### config.mk
export PLATFORM = sky130hd
export DESIGN_NAME = riscv_mc_controller
export DESIGN_NICKNAME = d
export VERILOG_FILES = /design/src/rtl/riscv_mc_controller.sv
export SDC_FILE = /design/constraint.sdc
export NUM_CORES = 1
export LEC_CHECK = 0
export ABC_CLOCK_PERIOD_IN_PS = 1750
export CAP_MARGIN = 20
export CORE_AREA = 2 2 39 41
export CTS_CLUSTER_SIZE = 12
export DETAILED_ROUTE_END_ITERATION = 8
export DIE_AREA = 0 0 41 43
export DONT_BUFFER_PORTS = 1
export SETUP_SLACK_MARGIN = 0.5
export SLEW_MARGIN = 15
export SYNTH_ARGS = -nofsm -noshare
export SYNTH_HDL_FRONTEND = slang
export SYNTH_SLANG_ARGS = --single-unit
export TNS_END_PERCENT = 1
### constraint.sdc
create_clock -name clk -period 1.75 [get_ports clk]
set_input_delay 0.35 -clock clk [delete_from_list [all_inputs] [get_ports clk]]
set_output_delay 0.35 -clock clk [all_outputs]
set_load 0.005 [all_outputs]
### src/rtl/riscv_mc_controller.sv
// Multicycle RV32I control FSM: sequences the shared ALU, unified memory
// and PC/IR/OldPC/ALUOut/Data registers; flags unsupported opcodes.
module riscv_mc_controller #(
  parameter bit BNE_EN          = 1'b1,
  parameter bit HALT_ON_ILLEGAL = 1'b1
) (
  input  logic       clk,
  input  logic       reset,
  input  logic [6:0] op,
  input  logic [2:0] funct3,
  input  logic       funct7b5,
  input  logic       Zero,
  output logic       PCWrite,
  output logic       AdrSrc,
  output logic       MemWrite,
  output logic       IRWrite,
  output logic       RegWrite,
  output logic [1:0] ResultSrc,
  output logic [1:0] ALUSrcA,
  output logic [1:0] ALUSrcB,
  output logic [1:0] ImmSrc,
  output logic [2:0] ALUControl,
  output logic       illegal,
  output logic [3:0] state_o
);

  typedef enum logic [3:0] {
    S_FETCH    = 4'd0,
    S_DECODE   = 4'd1,
    S_MEMADR   = 4'd2,
    S_MEMREAD  = 4'd3,
    S_MEMWB    = 4'd4,
    S_MEMWRITE = 4'd5,
    S_EXECR    = 4'd6,
    S_EXECI    = 4'd7,
    S_ALUWB    = 4'd8,
    S_JAL      = 4'd9,
    S_BRANCH   = 4'd10,
    S_HALT     = 4'd11
  } state_e;

  state_e state_q, state_d;

  logic op_lw, op_sw, op_r, op_i, op_jal, op_br, op_ok;
  logic pc_update, branch, adr_src, mem_write;
  logic ir_write, reg_write, illegal_s;
  logic [1:0] result_src, src_a, src_b, alu_op;
  logic br_taken;

  assign op_lw  = (op == 7'b0000011);
  assign op_sw  = (op == 7'b0100011);
  assign op_r   = (op == 7'b0110011);
  assign op_i   = (op == 7'b0010011);
  assign op_jal = (op == 7'b1101111);
  assign op_br  = (op == 7'b1100011);
  assign op_ok  = op_lw | op_sw | op_r | op_i | op_jal | op_br;

  always_ff @(posedge clk or posedge reset) begin
    if (reset) state_q <= S_FETCH;
    else       state_q <= state_d;
  end

  always_comb begin
    state_d = state_q;
    case (state_q)
      S_FETCH:  state_d = S_DECODE;
      S_DECODE: begin
        unique case (1'b1)
          op_lw, op_sw: state_d = S_MEMADR;
          op_r:         state_d = S_EXECR;
          op_i:         state_d = S_EXECI;
          op_jal:       state_d = S_JAL;
          op_br:        state_d = S_BRANCH;
          default:      state_d = HALT_ON_ILLEGAL ? S_HALT : S_FETCH;
        endcase
      end
      S_MEMADR:   state_d = op_sw ? S_MEMWRITE : S_MEMREAD;
      S_MEMREAD:  state_d = S_MEMWB;
      S_MEMWB:    state_d = S_FETCH;
      S_MEMWRITE: state_d = S_FETCH;
      S_EXECR:    state_d = S_ALUWB;
      S_EXECI:    state_d = S_ALUWB;
      S_ALUWB:    state_d = S_FETCH;
      S_JAL:      state_d = S_ALUWB;
      S_BRANCH:   state_d = S_FETCH;
      S_HALT:     state_d = S_HALT;
      default:    state_d = S_FETCH;
    endcase
  end

  always_comb begin
    pc_update  = 1'b0;
    branch     = 1'b0;
    adr_src    = 1'b0;
    mem_write  = 1'b0;
    ir_write   = 1'b0;
    reg_write  = 1'b0;
    illegal_s  = 1'b0;
    result_src = 2'b00;
    src_a      = 2'b00;
    src_b      = 2'b00;
    alu_op     = 2'b00;
    case (state_q)
      S_FETCH: begin
        ir_write   = 1'b1;
        src_b      = 2'b10;
        result_src = 2'b10;
        pc_update  = 1'b1;
      end
      S_DECODE: begin
        src_a     = 2'b01;
        src_b     = 2'b01;
        illegal_s = !HALT_ON_ILLEGAL && !op_ok;
      end
      S_MEMADR: begin
        src_a = 2'b10;
        src_b = 2'b01;
      end
      S_MEMREAD: adr_src = 1'b1;
      S_MEMWB: begin
        result_src = 2'b01;
        reg_write  = 1'b1;
      end
      S_MEMWRITE: begin
        adr_src   = 1'b1;
        mem_write = 1'b1;
      end
      S_EXECR: begin
        src_a  = 2'b10;
        alu_op = 2'b10;
      end
      S_EXECI: begin
        src_a  = 2'b10;
        src_b  = 2'b01;
        alu_op = 2'b10;
      end
      S_ALUWB: reg_write = 1'b1;
      S_JAL: begin
        src_a     = 2'b01;
        src_b     = 2'b10;
        pc_update = 1'b1;
      end
      S_BRANCH: begin
        src_a  = 2'b10;
        alu_op = 2'b01;
        branch = 1'b1;
      end
      S_HALT:  illegal_s = 1'b1;
      default: ;
    endcase
  end

  assign br_taken = BNE_EN ? (Zero ^ funct3[0]) : Zero;

  always_comb begin
    ALUControl = 3'b000;
    case (alu_op)
      2'b01: ALUControl = 3'b001;
      2'b10: begin
        case (funct3)
          3'b000:  ALUControl = (funct7b5 & op[5]) ? 3'b001 : 3'b000;
          3'b010:  ALUControl = 3'b101;
          3'b110:  ALUControl = 3'b011;
          3'b111:  ALUControl = 3'b010;
          default: ALUControl = 3'b000;
        endcase
      end
      default: ALUControl = 3'b000;
    endcase
  end

  always_comb begin
    ImmSrc = 2'b00;
    unique case (1'b1)
      op_sw:   ImmSrc = 2'b01;
      op_br:   ImmSrc = 2'b10;
      op_jal:  ImmSrc = 2'b11;
      default: ImmSrc = 2'b00;
    endcase
  end

  // write enables forced low while reset is held, even mid-instruction
  assign PCWrite   = ~reset & (pc_update | (branch & br_taken));
  assign MemWrite  = ~reset & mem_write;
  assign IRWrite   = ~reset & ir_write;
  assign RegWrite  = ~reset & reg_write;
  assign illegal   = ~reset & illegal_s;
  assign AdrSrc    = adr_src;
  assign ResultSrc = result_src;
  assign ALUSrcA   = src_a;
  assign ALUSrcB   = src_b;
  assign state_o   = state_q;

endmodule

[Yosys cells after proc, flatten, opt, wreduce, memory -nomap -nowiden]
Index checks and enable logic that the tools add are counted.
Storage, ports and cells
  register bits after elaboration: 4
  output and inout port bits: 21
Cells by class
  eq/ne operators: 22
  muxes and demuxes: 18
  bitwise gates (word level): 10
  reduce and logical (&&, ||, !) cells: 11
Operator list (count)
  4-bit one-hot mux with 6 select lines: 1
  4-bit one-hot mux with 5 select lines: 1
  4-bit by 3-bit equality test with 1-bit output, second input constant: 4
  4-bit equality test, second input constant: 4
  2-bit one-hot mux with 2 select lines: 4
  7-bit by 6-bit equality test with 1-bit output, second input constant: 2
  7-bit equality test, second input constant: 2
  3-bit one-hot mux with 4 select lines: 1
  2-bit OR reduction: 6
  4-bit by 2-bit equality test with 1-bit output, second input constant: 2
  1-bit two-way mux: 8
  1-bit bitwise AND: 7
  7-bit by 2-bit equality test with 1-bit output, second input constant: 1
  7-bit by 5-bit equality test with 1-bit output, second input constant: 1
  3-bit equality test, second input constant: 2
  2-bit one-hot mux with 3 select lines: 1
  3-bit one-hot mux with 2 select lines: 1
  3-bit OR reduction: 2
  4-bit by 1-bit equality test with 1-bit output, second input constant: 1
  4-bit logical NOT: 1
  4-bit OR reduction: 1
  3-bit by 2-bit equality test with 1-bit output, second input constant: 1
  3-bit logical NOT: 1
  3-bit two-way mux: 1
  other kinds (5): 5

[Depth between registers and ports, before layout]
  depth in word-level cells: 5
  depth in mapped cells: 7

[Least setup slack after synthesis]
OpenSTA, ideal clock, no wires.
  path type: register to output
  start: register state_q[3], in the netlist state_o[3]
  end: output ALUControl[0]
  data arrival time: 1.292 ns
  setup slack: 0.108 ns
  stages on the path, launching flop included: 8
  buffers on the path: 1
  cell sequence: dfrtp_1 buf_2 nand3b_1 inv_2 ha_1 nor2b_1 o21ai_0 a21oi_1
On the way
  cells in the longest elaborated chain, start to end: 5
  elaborated cells on any way between the ends: 8
  classes of those cells: eq/ne: 5; mux: 2; reduce/logical: 1
Ends and longest elaborated chain
  from (decl): RTL line 42  | state_e state_q, state_d;
  from (signal assigned): RTL line 60  | else state_q <= state_d;
  4-bit by 3-bit equality test with 1-bit output: RTL line 103  | case (state_q)
  2-bit OR reduction (no source line)
  2-bit one-hot mux with 2 select lines (*): RTL line 103
  2-bit equality test / 2-bit by 1-bit equality test with 1-bit output (equally long branches): RTL line 157  | case (alu_op)
  3-bit one-hot mux with 2 select lines (*): RTL line 157
  to (decl): RTL line 22  | output logic [2:0] ALUControl,
Every way passes the cells marked *; elsewhere a longest branch is shown, timed or not.

[Worst setup path in the final report]
Ends and elaborated chain as after synthesis.

==> summary.txt <==
Routed Wire Length - 1420 µm
first-pass GRT wire length - 2080 µm
Syn Nets - 94
worst path buffer plus inverter count - 1
Core Area - 1380 µm²
CP peak stage delay - 0.39 ns
Max Fclk - 572 MHz
CTS Buf Count - 3
HP Start - op[6]
R2R Path Start - state_o[1]
Synth warnings - 0
met2 wire len - 662 µm
Routed met3 length - 136 µm
CTS tree - yes
Period minus WS final - 1.75 ns
GRT Total Usage - 17.1%
mapped cell area - 598 µm²
peak supply drop - 0.191 mV
starting density of the core - 43.2%
Max-Cap Viols - 0
clock buffer depth - 2
Initial DRT Pass Iterations - 4
RSZ-0062 raised after global routing - yes
GRT overflow - 0
Hold Path Sink - state_o[3]
# diodes - 0
Worst EP required - 1.40 ns
Synth Flop Type - dfrtp_1
DR vias - 591
Setup Viol. Count Final - 0
final RePlAce weighted congestion - 0.726
crit path capture type - primary output
setup slack at placement - 0.198 ns
skew final - 0.00168 ns
crit path max-delay cell type - dfrtp_1
crit path kind - reg2out
pwr dens - 300 nW/µm²
vias per std cell - 6.09
Nets - 99
crit-path max FO - 3
DR DRC count - 0
CP delay by family, top - flip-flops
drt initial violations - 8
Hold Crit Class - in2reg
chip height - 43 µm
IO Pins - 35
H-tree levels - 1
max reg flops - 4
synth unique cells - 38
largest net degree at the start of global routing - 17
Rel. slew slack - 83.2%
DP Cell Count - 92
Cell Area, Placed - 614 µm²
Setup crit start kind - register
status - finished clean
RR Endpoint - state_o[1]
Final Hold Viols - 0
final setup margin - 0.00213 ns
Worst Hold Depth - 2
Tcrit/Tclk final - 99.9%
cells after synthesis - 78
routed metal-1 wirelength - 608 µm
Synth Area per Inst - 7.67 µm²
Pleak - 0.279 nW
ys async rst share - 100%
vias in the first global route - 518
Avg WL per Cell - 14.7 µm
synthesis-to-layout area growth - 28.2%
pins over their slew limit - 0
# rows - 14
die area - 1760 µm²
clock-pin slew on the worst setup and hold paths - 0.04 ns
Reg2Reg Setup Slack - 0.40 ns
post-synthesis sequential area ratio - 16.7%
CP arrival - 1.40 ns
hold slack - 0.348 ns
crit-path cells - nand3b_1 -> inv_2 -> ha_4 -> nor2b_4 -> o21ai_2 -> a21oi_2
Reg2Reg Depth - 4
Detail Route Antenna Nets - 0
initial antenna violation count - 0
clk sink count - 4
Final HPWL DP - 1020 µm
CTS Root Cell - clkbuf_4
layout cells sized above 1 - 42.0%
final non-filler cell total - 97
die span in x - 41 µm
clk_lat worst skew - 0.23 ns
EDFF count, synth - 0
worst slew pin tran - 0.249 ns
Final Instance Area - 767 µm²
Top Metal Used - met4
FF+latch count, synth - 4
I/O Buffers - 0
==> synth_stat cells, drive strengths merged (3+ instances only) <==
cell	instances	area, µm²
a21oi	3	18.8
and3	3	20.0
buf	6	38.8
dfrtp	4	100
inv	4	15.0
nand2	6	22.5
nand2b	5	31.3
nor2	7	26.3
nor2b	3	18.8
nor3	6	40.0
nor3b	3	22.5
==> power breakdown <==
group	leakage, nW	internal, W	total [W]	switching [W]
Clock	0.0138	0.0000768	0.000115	0.0000386
Combinational	0.225	0.0000124	0.0000220	0.00000961
Sequential	0.0402	0.0000930	0.0000930	0
Total	0.279	0.000182	0.000230	0.0000482
==> through the flow <==
step	power, W	setup TNS [ns]	utilization, %
finish	0.000230	0	55.4
global placement	0.000113	0	44.4
detailed placement	0.000112	0	44.4
floorplan	0.000110	0	-
global route	0.000243	-0.274	55.4
CTS	0.000231	-0.0276	53.3
==> worst max path at each step <==
stage,cells past startpoint,startpoint,end
floorplan,7,state_o[3],ALUControl[0]
global placement,6,state_o[3],ALUControl[0]
detailed placement,6,state_o[3],ALUControl[0]
CTS,6,state_o[3],ALUControl[0]
global route,6,state_o[3],ALUControl[0]
finish,6,state_o[3],ALUControl[0]
==> area by class of cell <==
| type | instances | area (µm²) |
|---|---|---|
| Inverter | 4 | 15.0 |
| Fill cell | 141 | 617 |
| Timing Repair Buffer | 6 | 51.3 |
| Multi-Input combinational cell | 64 | 558 |
| Sequential cell | 4 | 100 |
| Tap cell | 16 | 20.0 |
| Clock buffer | 3 | 22.5 |
==> cells in the final DEF (no fill, tap or decap), types with 2 or more instances in the layout <==
master and instances:
nor2_1 6, buf_4 4, nand2b_1 3, o21a_1 2, nand2b_4 2, nor2b_1 2, inv_2 2, nand2_1 6
inv_1 2, dfrtp_1 4, nor3_2 5, clkbuf_4 3, a21oi_2 2, nor3b_2 2, xor2_1 2, a31oi_1 2
==> metal layers <==
metal	global-route usage, %	up-vias
met5	0	-
met4	6.00	0
met3	2.62	2
met2	24.7	31
li1	-	286
met1	24.9	272
==> worst reg2reg max path: cells and delay by family, from the launching register on <==
family | cells | cell delay, ns
compound gates | 2 | 0.45
flops | 1 | 0.40
buf+inv | 1 | 0.21
simple gates | 1 | 0.20
==> cell families (layout without fill, tap and decap cells) <==
| group | count (synthesis) | after routing | synth area share (%) |
|---|---|---|---|
| xor gates and xnor gates | 4 | 4 | 5.86 |
| adders and majority gates | 2 | 2 | 4.18 |
| AOI/OAI and AO/OA | 15 | 15 | 17.8 |
| buffers and inverters | 10 | 13 | 9.00 |
| DFF | 4 | 4 | 16.7 |
| and+or+nand+nor | 43 | 43 | 46.4 |
==> repair_timing <==
item	in CTS	in global routing
hold endpoints to repair	4	0
setup endpoints to repair	17	20
cloned	0	0
resized for setup	16	5
hold buffers	1	0
setup buffers	1	0
pin swaps	7	6
Note: power is estimated with default switching activity, not from simulation.
